## src/rtl/line_arb_pkg.sv

```systemverilog
// rtl/line_arb_pkg.sv - shared types and defaults for the line drawer arbiter
package line_arb_pkg;

    localparam int DEF_COORD_W = 11;

    typedef struct packed {
        logic [DEF_COORD_W-1:0] y1;
        logic [DEF_COORD_W-1:0] x1;
        logic [DEF_COORD_W-1:0] y0;
        logic [DEF_COORD_W-1:0] x0;
    } seg_t;

    typedef enum logic [1:0] {
        IDLE,
        START,
        RUN,
        ACK
    } arb_state_t;

endpackage

```

## src/rtl/line_arbiter_rr_picker.sv

```systemverilog
// rtl/line_arbiter_rr_picker.sv - combinational round-robin scan starting at ptr_i
module rr_picker
    import line_arb_pkg::*;
#(
    parameter int NUM_REQ = 3,
    parameter int PTR_W   = 2
) (
    input  logic [NUM_REQ-1:0] req_i,
    input  logic [PTR_W-1:0]   ptr_i,
    output logic               found_o,
    output logic [PTR_W-1:0]   idx_o
);

    logic [PTR_W:0] cand;

    always_comb begin
        found_o = 1'b0;
        idx_o   = '0;
        cand    = '0;
        for (int k = 0; k < NUM_REQ; k++) begin
            cand = {1'b0, ptr_i} + (PTR_W+1)'(k);
            if (cand >= (PTR_W+1)'(NUM_REQ)) begin
                cand = cand - (PTR_W+1)'(NUM_REQ);
            end
            if (!found_o && req_i[cand[PTR_W-1:0]]) begin
                found_o = 1'b1;
                idx_o   = cand[PTR_W-1:0];
            end
        end
    end

endmodule

```

## src/rtl/line_arbiter.sv

```systemverilog
// rtl/line_arbiter.sv - round-robin sharing of one line_drawer between segment requesters
module line_arbiter
    import line_arb_pkg::*;
#(
    parameter int NUM_REQ     = 3,
    parameter int COORD_W     = DEF_COORD_W,
    parameter int TIMEOUT_CYC = 2048
) (
    input  logic                       clk_i,
    input  logic                       rst_ni,
    input  logic [NUM_REQ-1:0]         req_i,
    input  logic [NUM_REQ*4*COORD_W-1:0] seg_i,
    input  logic [NUM_REQ-1:0]         color_i,
    output logic [NUM_REQ-1:0]         grant_o,
    output logic [NUM_REQ-1:0]         ack_o,
    output logic                       err_timeout_o,
    output logic                       busy_o,
    output logic                       ld_start_o,
    output logic [COORD_W-1:0]         ld_x0_o,
    output logic [COORD_W-1:0]         ld_y0_o,
    output logic [COORD_W-1:0]         ld_x1_o,
    output logic [COORD_W-1:0]         ld_y1_o,
    output logic                       ld_color_o,
    input  logic                       ld_done_i
);

    localparam int PTR_W = (NUM_REQ > 1) ? $clog2(NUM_REQ) : 1;
    localparam int TMR_W = $clog2(TIMEOUT_CYC) + 1;
    localparam int SEG_W = 4 * COORD_W;

    arb_state_t         state_q, state_d;
    logic [PTR_W-1:0]   rr_ptr_q, rr_ptr_d;
    logic [PTR_W-1:0]   sel_q, sel_d;
    logic [TMR_W-1:0]   timer_q, timer_d;
    logic               abort_q, abort_d;
    logic [SEG_W-1:0]   seg_q, seg_d;
    logic               color_q, color_d;

    logic               pick_found;
    logic [PTR_W-1:0]   pick_idx;
    logic [SEG_W-1:0]   seg_sel;
    logic               color_sel;
    logic [NUM_REQ-1:0] sel_onehot;

    rr_picker #(
        .NUM_REQ (NUM_REQ),
        .PTR_W   (PTR_W)
    ) u_picker (
        .req_i   (req_i),
        .ptr_i   (rr_ptr_q),
        .found_o (pick_found),
        .idx_o   (pick_idx)
    );

    always_comb begin
        seg_sel    = '0;
        color_sel  = 1'b0;
        sel_onehot = '0;
        for (int i = 0; i < NUM_REQ; i++) begin
            if (pick_idx == PTR_W'(i)) begin
                seg_sel   = seg_i[i*SEG_W +: SEG_W];
                color_sel = color_i[i];
            end
            sel_onehot[i] = (sel_q == PTR_W'(i));
        end
    end

    always_ff @(posedge clk_i or negedge rst_ni) begin
        if (!rst_ni) begin
            state_q  <= IDLE;
            rr_ptr_q <= '0;
            sel_q    <= '0;
            timer_q  <= '0;
            abort_q  <= 1'b0;
            seg_q    <= '0;
            color_q  <= 1'b0;
        end else begin
            state_q  <= state_d;
            rr_ptr_q <= rr_ptr_d;
            sel_q    <= sel_d;
            timer_q  <= timer_d;
            abort_q  <= abort_d;
            seg_q    <= seg_d;
            color_q  <= color_d;
        end
    end

    always_comb begin
        state_d  = state_q;
        rr_ptr_d = rr_ptr_q;
        sel_d    = sel_q;
        timer_d  = timer_q;
        abort_d  = abort_q;
        seg_d    = seg_q;
        color_d  = color_q;
        unique case (state_q)
            IDLE: begin
                if (pick_found) begin
                    seg_d   = seg_sel;
                    color_d = color_sel;
                    sel_d   = pick_idx;
                    state_d = START;
                end
            end
            START: begin
                timer_d = '0;
                abort_d = 1'b0;
                state_d = RUN;
            end
            RUN: begin
                timer_d = timer_q + 1'b1;
                // timer_q == 0 marks the first RUN cycle, where done may be left over from the last line
                if (timer_q != '0 && ld_done_i) begin
                    state_d = ACK;
                end else if (timer_q == TMR_W'(TIMEOUT_CYC - 1)) begin
                    abort_d = 1'b1;
                    state_d = ACK;
                end
            end
            ACK: begin
                rr_ptr_d = (sel_q == PTR_W'(NUM_REQ - 1)) ? '0 : sel_q + 1'b1;
                state_d  = IDLE;
            end
            default: state_d = IDLE;
        endcase
    end

    assign busy_o        = (state_q != IDLE);
    assign ld_start_o    = (state_q == START);
    assign grant_o       = busy_o ? sel_onehot : '0;
    assign ack_o         = (state_q == ACK) ? sel_onehot : '0;
    assign err_timeout_o = (state_q == ACK) && abort_q;
    assign ld_x0_o       = seg_q[0*COORD_W +: COORD_W];
    assign ld_y0_o       = seg_q[1*COORD_W +: COORD_W];
    assign ld_x1_o       = seg_q[2*COORD_W +: COORD_W];
    assign ld_y1_o       = seg_q[3*COORD_W +: COORD_W];
    assign ld_color_o    = color_q;

endmodule

```

## config.mk

```make
export PLATFORM = sky130hd
export DESIGN_NAME = line_arbiter
export DESIGN_NICKNAME = d
export VERILOG_FILES = /design/src/rtl/line_arb_pkg.sv /design/src/rtl/line_arbiter_rr_picker.sv /design/src/rtl/line_arbiter.sv
export SDC_FILE = /design/constraint.sdc
export NUM_CORES = 1
export LEC_CHECK = 0
export CORE_ASPECT_RATIO = 0.5
export CORE_UTILIZATION = 41
export CTS_CLUSTER_DIAMETER = 100
export DETAILED_ROUTE_END_ITERATION = 6
export PLACE_DENSITY = 0.85
export SYNTH_ARGS = -nofsm -noshare
export SYNTH_HDL_FRONTEND = slang
export SYNTH_SLANG_ARGS = --single-unit
```

## constraint.sdc

```tcl
create_clock -name clk_i -period 2.9 [get_ports clk_i]
set_input_delay 0.29 -clock clk_i [delete_from_list [all_inputs] [get_ports clk_i]]
set_output_delay 0.29 -clock clk_i [all_outputs]
set_load 0.05 [all_outputs]
```

==> impl_summary.md <==
Min path
The worst hold-check path type is primary input to asynchronous set/reset pin.

Run
The max-capacitance violation count is 0.

STA
For the pin with the worst max-slew slack, the measured transition is 0.7535 ns. The number of hold violations in the final report is 0. Clock skew on the completed layout was measured at 0.005404 ns. The worst max-slew margin expressed relative to the limit is 49.77%. Setup repair after global routing left no endpoint under its margin.

The count of endpoints failing setup in the final report is 0. The time the final worst path needs with I/O delays and setup is 2.675 ns. The final hold slack is 0.03470 ns. The final count of pins violating max slew is 0.

The maximum frequency from static timing analysis is 0.3738 GHz. Setup total negative slack on the finished layout was measured at 0 ns. After layout, the worst path uses 92.24% of the clock period.

Die
The initial core utilization is 43.17%. After floorplanning, the core was divided into 24 placement rows. The I/O pin total is 195. The width of the die is 138.8 µm. The die footprint is 9774 µm². The die span in y is 70.41 µm. The core box area is 8889 µm².

Routing
In the final routed layout, each cell accounts on average for 16.57 µm. The number of nets still failing antenna checks after routing is 0. Detailed routing inserted a total of 3817 vias. After detailed routing, the total wire length is 11.73 mm. For this run, design rule violations remaining after detail routing come to 9. Before antenna repair, the detailed router went through 6 iterations. The detailed router finished its first iteration with 243 violations. The average vias per placed instance is 5.391.

Worst setup path
Together, buffers and inverters on the worst path number 4. The critical path's largest stage delay is 0.40 ns. The worst setup path is captured at a flop. The critical path runs through a total of 10 cells. The number of cell instances on the worst register-to-register path is 10. Along the worst path, the maximum fanout reaches 36. The critical path in this run is classified as flop to flop. For this design, the slowest cell found on the critical path is sky130_fd_sc_hd__a222oi_1.

The required time of the worst setup path is 3.09 ns. STA puts the critical path data arrival time at 2.87 ns. The cell repeated most along the worst path is sky130_fd_sc_hd__buf_4. The family of cells with the greatest summed delay on the critical path is compound AO/OA/AOI/OAI gates. STA classifies the critical path startpoint as a flop.

Traced cell by cell, the critical path runs through inv_1 -> ha_1 -> buf_4 -> and3b_1 -> o21ba_2 -> a222oi_1 -> buf_4 -> buf_12 -> mux2i_2 -> o221ai_1.

Finish
The area growth from synthesis to layout is 62.01%. Cells with a size suffix above 1 make up 8.122% of the layout. The net count of the finished layout is 738. The repair_antennas step left the layout with diodes totalling 0.

Global routing
Entering global routing, the biggest net connects 47 pins. Global routing finished with a remaining overflow of 0. The all-layer global routing usage is 24.72%.

The number of global-route vias before repair is 3833. The initial antenna violation count is 0. The first global-routing pass estimated 18.93 mm of wire.

Clock network
CTS saw 64 sinks. Clock latency on the worst-skew pair, taken at its later pin, is 0.32 ns. Buffers inserted during clock tree synthesis total 9.

The hold buffer count at CTS is 0. The post-CTS setup-driven buffer insertion count is 0. The longest clock path from root to sink contains 2 buffers. The TritonCTS clock tree is built.

The depth of the CTS H-tree is 3. The root buffer cell is sky130_fd_sc_hd__clkbuf_16. After clock tree synthesis, the clock-pin slew on the worst setup and hold paths is 0.05 ns.

Place
The number of I/O port buffers is 194. The congestion estimate from routability-driven global placement came to 0.8710. Summed over all nets, the half-perimeter wirelength after detailed placement is 8.614 mm.

Yosys
For this run, the number of Yosys warnings is 0. In the synthesized netlist the dominant register cell turns out to be sky130_fd_sc_hd__dfrtp_1. The number of nets in the synthesized netlist is 549.

The post-synthesis cell type count is 42. The synthesized design contains 64 register bits. A synthesized cell averages 9.666 µm².

The number of instances in the synthesized netlist is 397. The share of async-settable or async-resettable flops after synthesis is 100.0%. The combined area of all synthesized cells is 3837 µm². Counting flops with a built-in enable in the synthesized netlist gives 0.

The sequential fraction of the synthesis area is 41.73%.

Power and ir drop
The worst-case IR drop observed on VDD is 0.6591 mV. Summed over all cells, the static leakage comes to 2.574 nW. The total power divided by cell area is 1232 nW/µm².

Outcome
The flow ran to the end, but the final reports show violations. The final reports fail on DRC.
==> worst register-to-register path: cells and delay by family, from the launching register on <==
family,cells,cell delay (ns)
AO/OA/AOI/OAI,3,0.70
buffers and inverters,4,0.69
multiplexers,1,0.28
adder cells (fa/ha/maj),1,0.30
AND/OR/NAND/NOR,1,0.20
flip-flops,1,0.37
==> repair_timing <==
item | 4_1_cts | 5_1_grt
gates resized for setup | 0 | 1
setup endpoints to repair | 0 | 1
hold endpoints to repair | 0 | 0
==> synthesized netlist by cell type (2+ instances only) <==
library cell	n	area [µm²]
sky130_fd_sc_hd__o221ai_1	33	289.0
sky130_fd_sc_hd__nand2_1	80	300.3
sky130_fd_sc_hd__o21bai_1	2	15.01
sky130_fd_sc_hd__buf_4	7	52.55
sky130_fd_sc_hd__o21ai_0	20	100.1
sky130_fd_sc_hd__a21oi_1	7	35.03
sky130_fd_sc_hd__clkbuf_1	8	30.03
sky130_fd_sc_hd__ha_1	11	137.6
sky130_fd_sc_hd__nand3_1	18	90.09
sky130_fd_sc_hd__nor2_1	10	37.54
sky130_fd_sc_hd__nor3_1	3	15.01
sky130_fd_sc_hd__nor4_1	2	12.51
sky130_fd_sc_hd__nor3b_1	3	22.52
sky130_fd_sc_hd__or3_1	3	18.77
sky130_fd_sc_hd__nand2b_1	2	12.51
sky130_fd_sc_hd__inv_1	10	37.54
sky130_fd_sc_hd__nand3b_1	2	15.01
sky130_fd_sc_hd__and3_1	6	37.54
sky130_fd_sc_hd__mux2_2	13	146.4
sky130_fd_sc_hd__nand4_1	3	18.77
sky130_fd_sc_hd__a21bo_2	2	20.02
sky130_fd_sc_hd__mux2i_1	51	510.5
sky130_fd_sc_hd__nor2b_1	2	12.51
sky130_fd_sc_hd__a22o_1	4	35.03
sky130_fd_sc_hd__dfrtp_1	64	1602
sky130_fd_sc_hd__buf_2	12	60.06
sky130_fd_sc_hd__o31ai_1	4	30.03
==> flip-flops by register name, summed over array words and instances (netlist names) <==
| register | count |
|---|---|
| seg_q | 44 |
| timer_q | 12 |
| rr_ptr_q | 2 |
| sel_q | 2 |
| state_q | 2 |
| abort_q | 1 |
| ld_color_o | 1 |
==> routing by layer <==
layer | global-route usage, % | up-vias | share of wire (%)
met2 | 45.96 | 101 | 53
li1 | - | 1832 | -
met3 | 4.870 | 24 | 3.9
met4 | 7.407 | 0 | 1.9
met5 | 0 | - | 0
met1 | 29.01 | 1860 | 41
==> per-stage QoR <==
step	total power, W	setup WS [ns]	std cells	utilization [%]	cell area (µm²)
after floorplan	0.005094	0.4764	397	-	3837
final	0.007658	0.2250	708	69.95	6217
after CTS	0.007698	0.2238	708	69.90	6213
after global placement	0.006463	0.2563	692	66.53	5913
after detailed placement	0.006582	0.2152	692	66.53	5913
after global routing	0.008134	0.004296	708	69.95	6217
==> cells by family (layout without fill, tap and decap cells) <==
family	after synthesis	in the layout	synth area share, %
and+or+nand+nor	138	138	16.24
AOI/OAI and AO/OA	80	80	15.72
muxes	64	64	17.12
DFF	64	64	41.73
buffers and inverters	39	233	5.380
adders and majority gates	11	11	3.587
xor gates and xnor gates	1	1	0.2283
==> cell type report <==
| cell class | instances | area (µm²) |
|---|---|---|
| Timing Repair Buffer | 207 | 2085 |
| Inverter | 10 | 37.54 |
| Sequential cell | 64 | 1602 |
| Clock inverter | 3 | 40.04 |
| Tap cell | 117 | 146.4 |
| Clock buffer | 13 | 260.3 |
| Fill cell | 650 | 2671 |
| Multi-Input combinational cell | 294 | 2047 |
==> layout by cell type (no fill, tap or decap), types with 4 or more instances in the layout <==
| master | synthesis | layout |
|---|---|---|
| sky130_fd_sc_hd__nor2_1 | 10 | 10 |
| sky130_fd_sc_hd__and3_1 | 6 | 6 |
| sky130_fd_sc_hd__inv_1 | 10 | 10 |
| sky130_fd_sc_hd__nand3_1 | 18 | 18 |
| sky130_fd_sc_hd__clkbuf_16 | 0 | 9 |
| sky130_fd_sc_hd__o21ai_0 | 20 | 19 |
| sky130_fd_sc_hd__ha_1 | 11 | 11 |
| sky130_fd_sc_hd__mux2_2 | 13 | 13 |
| sky130_fd_sc_hd__buf_12 | 0 | 4 |
| sky130_fd_sc_hd__o221ai_1 | 33 | 33 |
| sky130_fd_sc_hd__nand2_1 | 80 | 80 |
| sky130_fd_sc_hd__buf_4 | 7 | 9 |
| sky130_fd_sc_hd__a21oi_1 | 7 | 7 |
| sky130_fd_sc_hd__a22o_1 | 4 | 4 |
| sky130_fd_sc_hd__mux2i_1 | 51 | 50 |
| sky130_fd_sc_hd__clkdlybuf4s50_1 | 0 | 193 |
| sky130_fd_sc_hd__dfrtp_1 | 64 | 64 |
| sky130_fd_sc_hd__o31ai_1 | 4 | 4 |
==> path summary, 6_finish.rpt <==
kind	startpoint	slack (ns)	endpoint
worst max-delay path	rr_ptr_q[0]	0.22	seg_q[18]
worst min-delay path	rst_ni	0.03	seg_q[43]
worst max register to register	rr_ptr_q[0]	0.22	seg_q[18]
worst min register to register	seg_q[30]	0.49	seg_q[30]
max in group asynchronous	rst_ni	2.22	timer_q[1]
min in group clk_i	seg_q[30]	0.49	seg_q[30]
==> power breakdown <==
group / leakage, nW / total (W) / switching [W] / internal (W)
Combinational: 1.62 / 0.00509 / 0.00307 / 0.00202
Clock: 0.150 / 0.00108 / 0.000370 / 0.000709
Sequential: 0.806 / 0.00149 / 0.000211 / 0.00128
Total: 2.57 / 0.00766 / 0.00365 / 0.00401
No activity file was read; power rests on OpenSTA's default activity.
